**config.mk**
```make
export PLATFORM = sky130hd
export DESIGN_NAME = s2p_framer
export DESIGN_NICKNAME = d
export VERILOG_FILES = /design/src/rtl/s2p_framer.sv
export SDC_FILE = /design/constraint.sdc
export NUM_CORES = 1
export LEC_CHECK = 0
export CELL_PAD_IN_SITES_DETAIL_PLACEMENT = 0
export CELL_PAD_IN_SITES_GLOBAL_PLACEMENT = 1
export CORE_MARGIN = 8
export CORE_UTILIZATION = 42
export CTS_CLUSTER_DIAMETER = 50
export DETAILED_ROUTE_END_ITERATION = 10
export HOLD_SLACK_MARGIN = 0.06
export PLACE_DENSITY_LB_ADDON = 0.3
export SLEW_MARGIN = 5
export SYNTH_ARGS = -nofsm -noshare
export SYNTH_HDL_FRONTEND = slang
export SYNTH_SLANG_ARGS = --single-unit
```
**constraint.sdc**
```tcl
create_clock -name clk -period 3.35 [get_ports clk]
set_clock_uncertainty 0.05 [all_clocks]
set_input_delay 0.67 -clock clk [delete_from_list [all_inputs] [get_ports clk]]
set_output_delay 0.67 -clock clk [all_outputs]
set_load 0.01 [all_outputs]
```
**src/rtl/s2p_framer.sv**
```systemverilog
//-----------------------------------------------------------------------------
// s2p_framer
//
// Parametrised serial-to-parallel deserializer with a valid/ack output
// handshake. Serial bits are collected while enable is high. Each completed
// frame goes to a holding register (data_out), so the next frame can be
// received while the consumer still owns the previous word. A frame that
// completes while the holding register is still unaccepted is dropped, and
// the sticky overrun flag is set.
//
// Optional feature: define S2P_PARITY_CHECK_EN to append one even-parity bit
// to every frame. parity_err is then loaded together with data_out. When the
// macro is undefined, frames carry data bits only and parity_err is tied to 0.
//
// Parameters:
//   WIDTH  maximum frame length in bits and width of data_out (2..32)
//   LEN_W  width of len / bit_cnt
//
// Ports:
//   clk          rising-edge clock
//   reset_n      asynchronous active-low reset
//   data_in      serial bit, sampled when enable=1
//   enable       frame window; dropping it aborts a partial frame
//   len          bits per frame (0 or >WIDTH selects WIDTH)
//   msb_first    1: first bit is the MSB of the frame; 0: first bit is the LSB
//   ack          consumer accepts data_out while valid=1
//   clr_overrun  synchronous clear of overrun (a same-edge overrun wins)
//   data_out     last accepted frame, right-justified, upper bits zero
//   valid        data_out holds an unaccepted word
//   busy         a partial frame is in progress
//   bit_cnt      bits received so far in the current frame
//   overrun      sticky: a completed frame was dropped
//   parity_err   parity error of the word in data_out (qualified by valid)
//-----------------------------------------------------------------------------
module s2p_framer #(
    parameter int WIDTH = 16,
    parameter int LEN_W = $clog2(WIDTH) + 1
) (
    input  logic             clk,
    input  logic             reset_n,
    input  logic             data_in,
    input  logic             enable,
    input  logic [LEN_W-1:0] len,
    input  logic             msb_first,
    input  logic             ack,
    input  logic             clr_overrun,
    output logic [WIDTH-1:0] data_out,
    output logic             valid,
    output logic             busy,
    output logic [LEN_W-1:0] bit_cnt,
    output logic             overrun,
    output logic             parity_err
);

    localparam int IDX_W = $clog2(WIDTH);

    typedef enum logic {
        IDLE  = 1'b0,
        SHIFT = 1'b1
    } state_t;

    state_t           state, state_nxt;
    logic [WIDTH-1:0] sreg, sreg_nxt;
    logic [WIDTH-1:0] sreg_base, sreg_ins, word;
    logic [LEN_W-1:0] len_q, len_nxt, cnt_nxt;
    logic [LEN_W-1:0] norm_len, cur_len;
    logic             order_q, order_nxt, cur_msb;
    logic [IDX_W-1:0] ins_idx;
    logic             data_bit, last_edge, done;
    logic [WIDTH-1:0] dout_nxt;
    logic             valid_nxt, ovr_nxt;
`ifdef S2P_PARITY_CHECK_EN
    logic             par_q, par_nxt, par_run;
    logic             perr_q, perr_nxt, perr_new;
`endif

    always_comb begin
        // NOTE: every variable gets a value before any conditional assignment,
        // so no path through this block can infer a latch.
        state_nxt = state;
        cnt_nxt   = bit_cnt;
        sreg_nxt  = sreg;
        len_nxt   = len_q;
        order_nxt = order_q;
        dout_nxt  = data_out;
        valid_nxt = valid;
        ovr_nxt   = overrun;

        // Frame configuration comes from the ports only on the first edge of a
        // frame. After that edge, the latched copy is used.
        norm_len  = ((len == '0) || (len > LEN_W'(WIDTH))) ? LEN_W'(WIDTH) : len;
        cur_len   = (state == IDLE) ? norm_len  : len_q;
        cur_msb   = (state == IDLE) ? msb_first : order_q;

        // The first bit of a frame is inserted into a cleared register, so
        // leftovers of an aborted frame never reach data_out.
        sreg_base = (state == IDLE) ? '0 : sreg;
        ins_idx   = bit_cnt[IDX_W-1:0];
        sreg_ins  = sreg_base;
        if (cur_msb) begin
            sreg_ins = {sreg_base[WIDTH-2:0], data_in};
        end else begin
            sreg_ins[ins_idx] = data_in;
        end

`ifdef S2P_PARITY_CHECK_EN
        // The data bits occupy counts 0..eff_len-1. The parity bit arrives at
        // count eff_len and completes the frame. By then the word is already
        // complete in sreg.
        data_bit  = (bit_cnt != cur_len);
        last_edge = (bit_cnt == cur_len);
        word      = sreg;
        par_run   = ((state == IDLE) ? 1'b0 : par_q) ^ data_in;
        perr_new  = par_q ^ data_in;
        par_nxt   = par_q;
        perr_nxt  = perr_q;
`else
        data_bit  = 1'b1;
        last_edge = (bit_cnt == cur_len - LEN_W'(1));
        word      = sreg_ins;
`endif
        done = enable && last_edge;

        if (!enable) begin
            state_nxt = IDLE;
            cnt_nxt   = '0;
        end else begin
            len_nxt   = cur_len;
            order_nxt = cur_msb;
            if (data_bit) begin
                sreg_nxt = sreg_ins;
`ifdef S2P_PARITY_CHECK_EN
                par_nxt  = par_run;
`endif
            end
            if (done) begin
                state_nxt = IDLE;
                cnt_nxt   = '0;
            end else begin
                state_nxt = SHIFT;
                cnt_nxt   = bit_cnt + LEN_W'(1);
            end
        end

        // Handshake. A completion takes priority over a plain ack, so an ack
        // on the completing edge hands the slot straight to the new word.
        if (clr_overrun) begin
            ovr_nxt = 1'b0;
        end
        if (valid && ack) begin
            valid_nxt = 1'b0;
        end
        if (done) begin
            if (!valid || ack) begin
                dout_nxt  = word;
                valid_nxt = 1'b1;
`ifdef S2P_PARITY_CHECK_EN
                perr_nxt  = perr_new;
`endif
            end else begin
                ovr_nxt = 1'b1;
            end
        end
    end

    always_ff @(posedge clk or negedge reset_n) begin
        if (!reset_n) begin
            // NOTE: every register is reset, including the shift register and
            // the latched frame configuration, so no X reaches data_out or the
            // length compare.
            state    <= IDLE;
            bit_cnt  <= '0;
            sreg     <= '0;
            len_q    <= '0;
            order_q  <= 1'b0;
            data_out <= '0;
            valid    <= 1'b0;
            overrun  <= 1'b0;
`ifdef S2P_PARITY_CHECK_EN
            par_q    <= 1'b0;
            perr_q   <= 1'b0;
`endif
        end else begin
            // NOTE: non-blocking assignments, so every register takes the value
            // the combinational block computed from the pre-edge state.
            state    <= state_nxt;
            bit_cnt  <= cnt_nxt;
            sreg     <= sreg_nxt;
            len_q    <= len_nxt;
            order_q  <= order_nxt;
            data_out <= dout_nxt;
            valid    <= valid_nxt;
            overrun  <= ovr_nxt;
`ifdef S2P_PARITY_CHECK_EN
            par_q    <= par_nxt;
            perr_q   <= perr_nxt;
`endif
        end
    end

    assign busy = (bit_cnt != '0);

`ifdef S2P_PARITY_CHECK_EN
    assign parity_err = perr_q;
`else
    assign parity_err = 1'b0;
`endif

endmodule

```
==> results of run 1 <==
## through the flow
stage | power (uW) | cells | cell area, sq um | utilization, %
CTS | 1553 | 376 | 3156 | 53.61
floorplan | 971.2 | 262 | 2565 | -
global placement | 1173 | 364 | 2999 | 50.96
detailed placement | 1180 | 364 | 2999 | 50.96
global route | 1629 | 375 | 3141 | 53.36
finish | 1542 | 375 | 3141 | 53.36
## repair_timing
action | CTS | global route
setup endpoints to repair | 16 | 16
buffers inserted | 3 | 0
pin swaps | 3 | 4
resized for setup | 8 | 12
cloned | 1 | 0
## layout make-up
cell class	instances	area (sq um)
clock buffers	6	82.58
flip-flops and latches	46	1151
repair buffers	51	479.2
well taps	75	93.84
fillers	574	2745
inverters	10	37.54
clock inverters	2	12.51
multi-input cells	185	1284
## worst max-delay path, stage by stage
cell and delay, ps:
buf_6 90, or4_4 540, ha_4 270, nor3b_4 190, a21oi_2 60, ha_2 210
xnor2_2 180, o31a_1 160, a22o_1 160, o2111ai_2 140, nor2b_4 160, buf_6 130
buf_16 120, mux2_4 290
## how the worst min path moves through the flow
stage | end | slack, ps | cells past startpoint | from
2_1_floorplan | bit_cnt[0] | 320 | 0 | reset_n
6_report | len_q[4] | 440 | 2 | len_q[4]
3_5_place_dp | len_q[4] | 430 | 2 | len_q[4]
4_1_cts | len_q[4] | 450 | 2 | len_q[4]
3_3_place_gp | len_q[4] | 420 | 2 | len_q[4]
5_1_grt | len_q[4] | 470 | 2 | len_q[4]
## cell usage in the layout, fill, tap and decap left out, types with 3 or more instances in the layout
cell,n
inv_1,10
mux2i_1,4
and3_1,3
buf_4,13
nor2_1,16
o21ai_0,14
xnor2_1,3
dfrtp_1,46
buf_6,3
nand2b_1,4
ha_1,4
nand2_1,33
mux2_4,7
clkdlybuf4s50_1,30
a21oi_1,28
nand3_1,8
a31oi_1,12
clkbuf_8,6
clkbuf_2,3
mux2_2,19
## state kept, by name (all words and copies together) (netlist names)
signal,count
state,1
valid,1
sreg,16
len_q,5
overrun,1
order_q,1
data_out,16
bit_cnt,5
## cell families after synthesis
kind of cell / synth area share, %
compound gates: 15.16
fa+ha+maj: 2.953
mux: 13.98
xor+xnor: 2.067
flops: 45.28
simple gates: 14.42
buf+inv: 6.004
other cells: 0.1475
## report_power, final
part	leakage (uW)	internal, uW	switching [uW]
registers	0.000604	634	57.9
logic	0.000732	252	237
clock network	0.0000472	166	195
total	0.00138	1050	490
## metal layers
metal | part of all wire (%) | track usage, % | up-vias
li1 | - | - | 977
met1 | 47 | 17.59 | 970
met2 | 44 | 20.95 | 61
met3 | 6.6 | 3.917 | 9
met4 | 1.7 | 5.152 | 0
met5 | 0 | 0 | -
==> results.json, run 1 <==
{
  "synth_fp_nets": 280,
  "die_h_microns": 93.81,
  "reg2reg_from": "state",
  "ys_types": 45,
  "cts_tree": "done",
  "period_minus_slack_ps": 3251,
  "hold_class": "reg -> reg",
  "slew_viol_final": 0,
  "synth_most_common_cell": "dfrtp_1",
  "rows": 28,
  "cts.hold.buffers_added": 0,
  "max_freq_ghz": 0.3076,
  "first_iter_violations": 87,
  "synth_common_cells": "dfrtp_1 (46), nand2_1 (33), a21oi_1 (28)",
  "run_status": "finished clean",
  "fin_hold_ws_ps": 439.5,
  "layout_setup_ws_ps": 99.25,
  "worstMarginPinSlew_ps": 995.9,
  "endpoint_kind": "flop",
  "synth.ff_latch_count": 46,
  "rr_worst_depth": 11,
  "drive_gt1_share_pct": 22.00,
  "startpoint": "len[2]",
  "vias": 2017,
  "worstPathRequired_ps": 3490,
  "setup_tns_ps": 0,
  "root_buffer": "clkbuf_8",
  "dieWidth_microns": 93.81,
  "routedWlPerCell_microns": 15.11,
  "hpwl_microns": 3842,
  "synth.yosys.seq_area_share_pct": 45.28,
  "h-tree-depth": 2,
  "ys_top_cells_by_area": "dfrtp_1 (45%), mux2_2 (8.9%), a21oi_1 (5.5%)",
  "antenna_found_initial": 0,
  "die_area_sq_um": 8799,
  "peakVddDrop_mv": 0.3526,
  "arrival_ps": 3390,
  "num_io_pins": 37,
  "postSynthCellCount": 262,
  "grtUsageTotal_pct": 13.61,
  "area_growth_pct": 23.52,
  "rsz0062_at_grt": "true",
  "clk_latency_ps": 300,
  "synth_area_leader_cell": "dfrtp_1",
  "fin_crit_sh_pct": 97.04,
  "leakage_uw": 0.001383,
  "clkSinkCount": 46,
  "core_area_sq_um": 5886,
  "netlist_area_sq_um": 2542,
  "final_hold_viol_count": 0,
  "numCtsBuffers": 5,
  "via_per_inst": 5.379,
  "critPathKind": "in -> reg",
  "path_clk_slew_ps": 90,
  "nNetsFinal": 317,
  "wirelength_microns": 5666,
  "gp_routability_congestion": 0.7528,
  "worstSetupEndpoint": "data_out[10]",
  "maxCapViolCount": 0,
  "yosys_warnings": 0,
  "grt_pass1_vias": 1956,
  "initial_core_util_pct": 43.20,
  "setup-violations-final": 0,
  "power_density_nw_per_um2": 490.9,
  "synthArstFlopShare_pct": 100.0,
  "rrSetupSlack_ps": 670,
  "synth_top_area_share_pct": 45.28,
  "grt_pass1_wl_microns": 9522,
  "synth_edf_count": 0,
  "rr_endpoint": "data_out[10]",
  "place_worst_setup_slack_ps": -539.8,
  "clockBufferDepth": 2,
  "drc": 0,
  "worstSetupStartpointType": "primary input",
  "drtAntennaViolNets": 0,
  "portBuffers": 35,
  "n_antenna_cell": 0,
  "grt_max_degree": 47,
  "critPathMaxFanout": 6,
  "slew_headroom_pct": 33.61,
  "synth.avg_cell_area_sq_um": 9.704,
  "drtPass1Iterations": 4,
  "grt_overflow": 0,
  "ys.flop_type": "dfrtp_1"
}
Power figures use the tool's default switching activity.
==> inputs of run 2 (changes only) <==
--- a/config.mk
+++ b/config.mk
@@ -11,6 +11,7 @@
 export CORE_UTILIZATION = 42
 export CTS_CLUSTER_DIAMETER = 50
 export DETAILED_ROUTE_END_ITERATION = 10
+export GPL_ROUTABILITY_DRIVEN = 0
 export HOLD_SLACK_MARGIN = 0.06
 export PLACE_DENSITY_LB_ADDON = 0.3
 export SLEW_MARGIN = 5
==> results of run 2 <==
No change in the layout: final DEF, timing and power equal those of run 1.
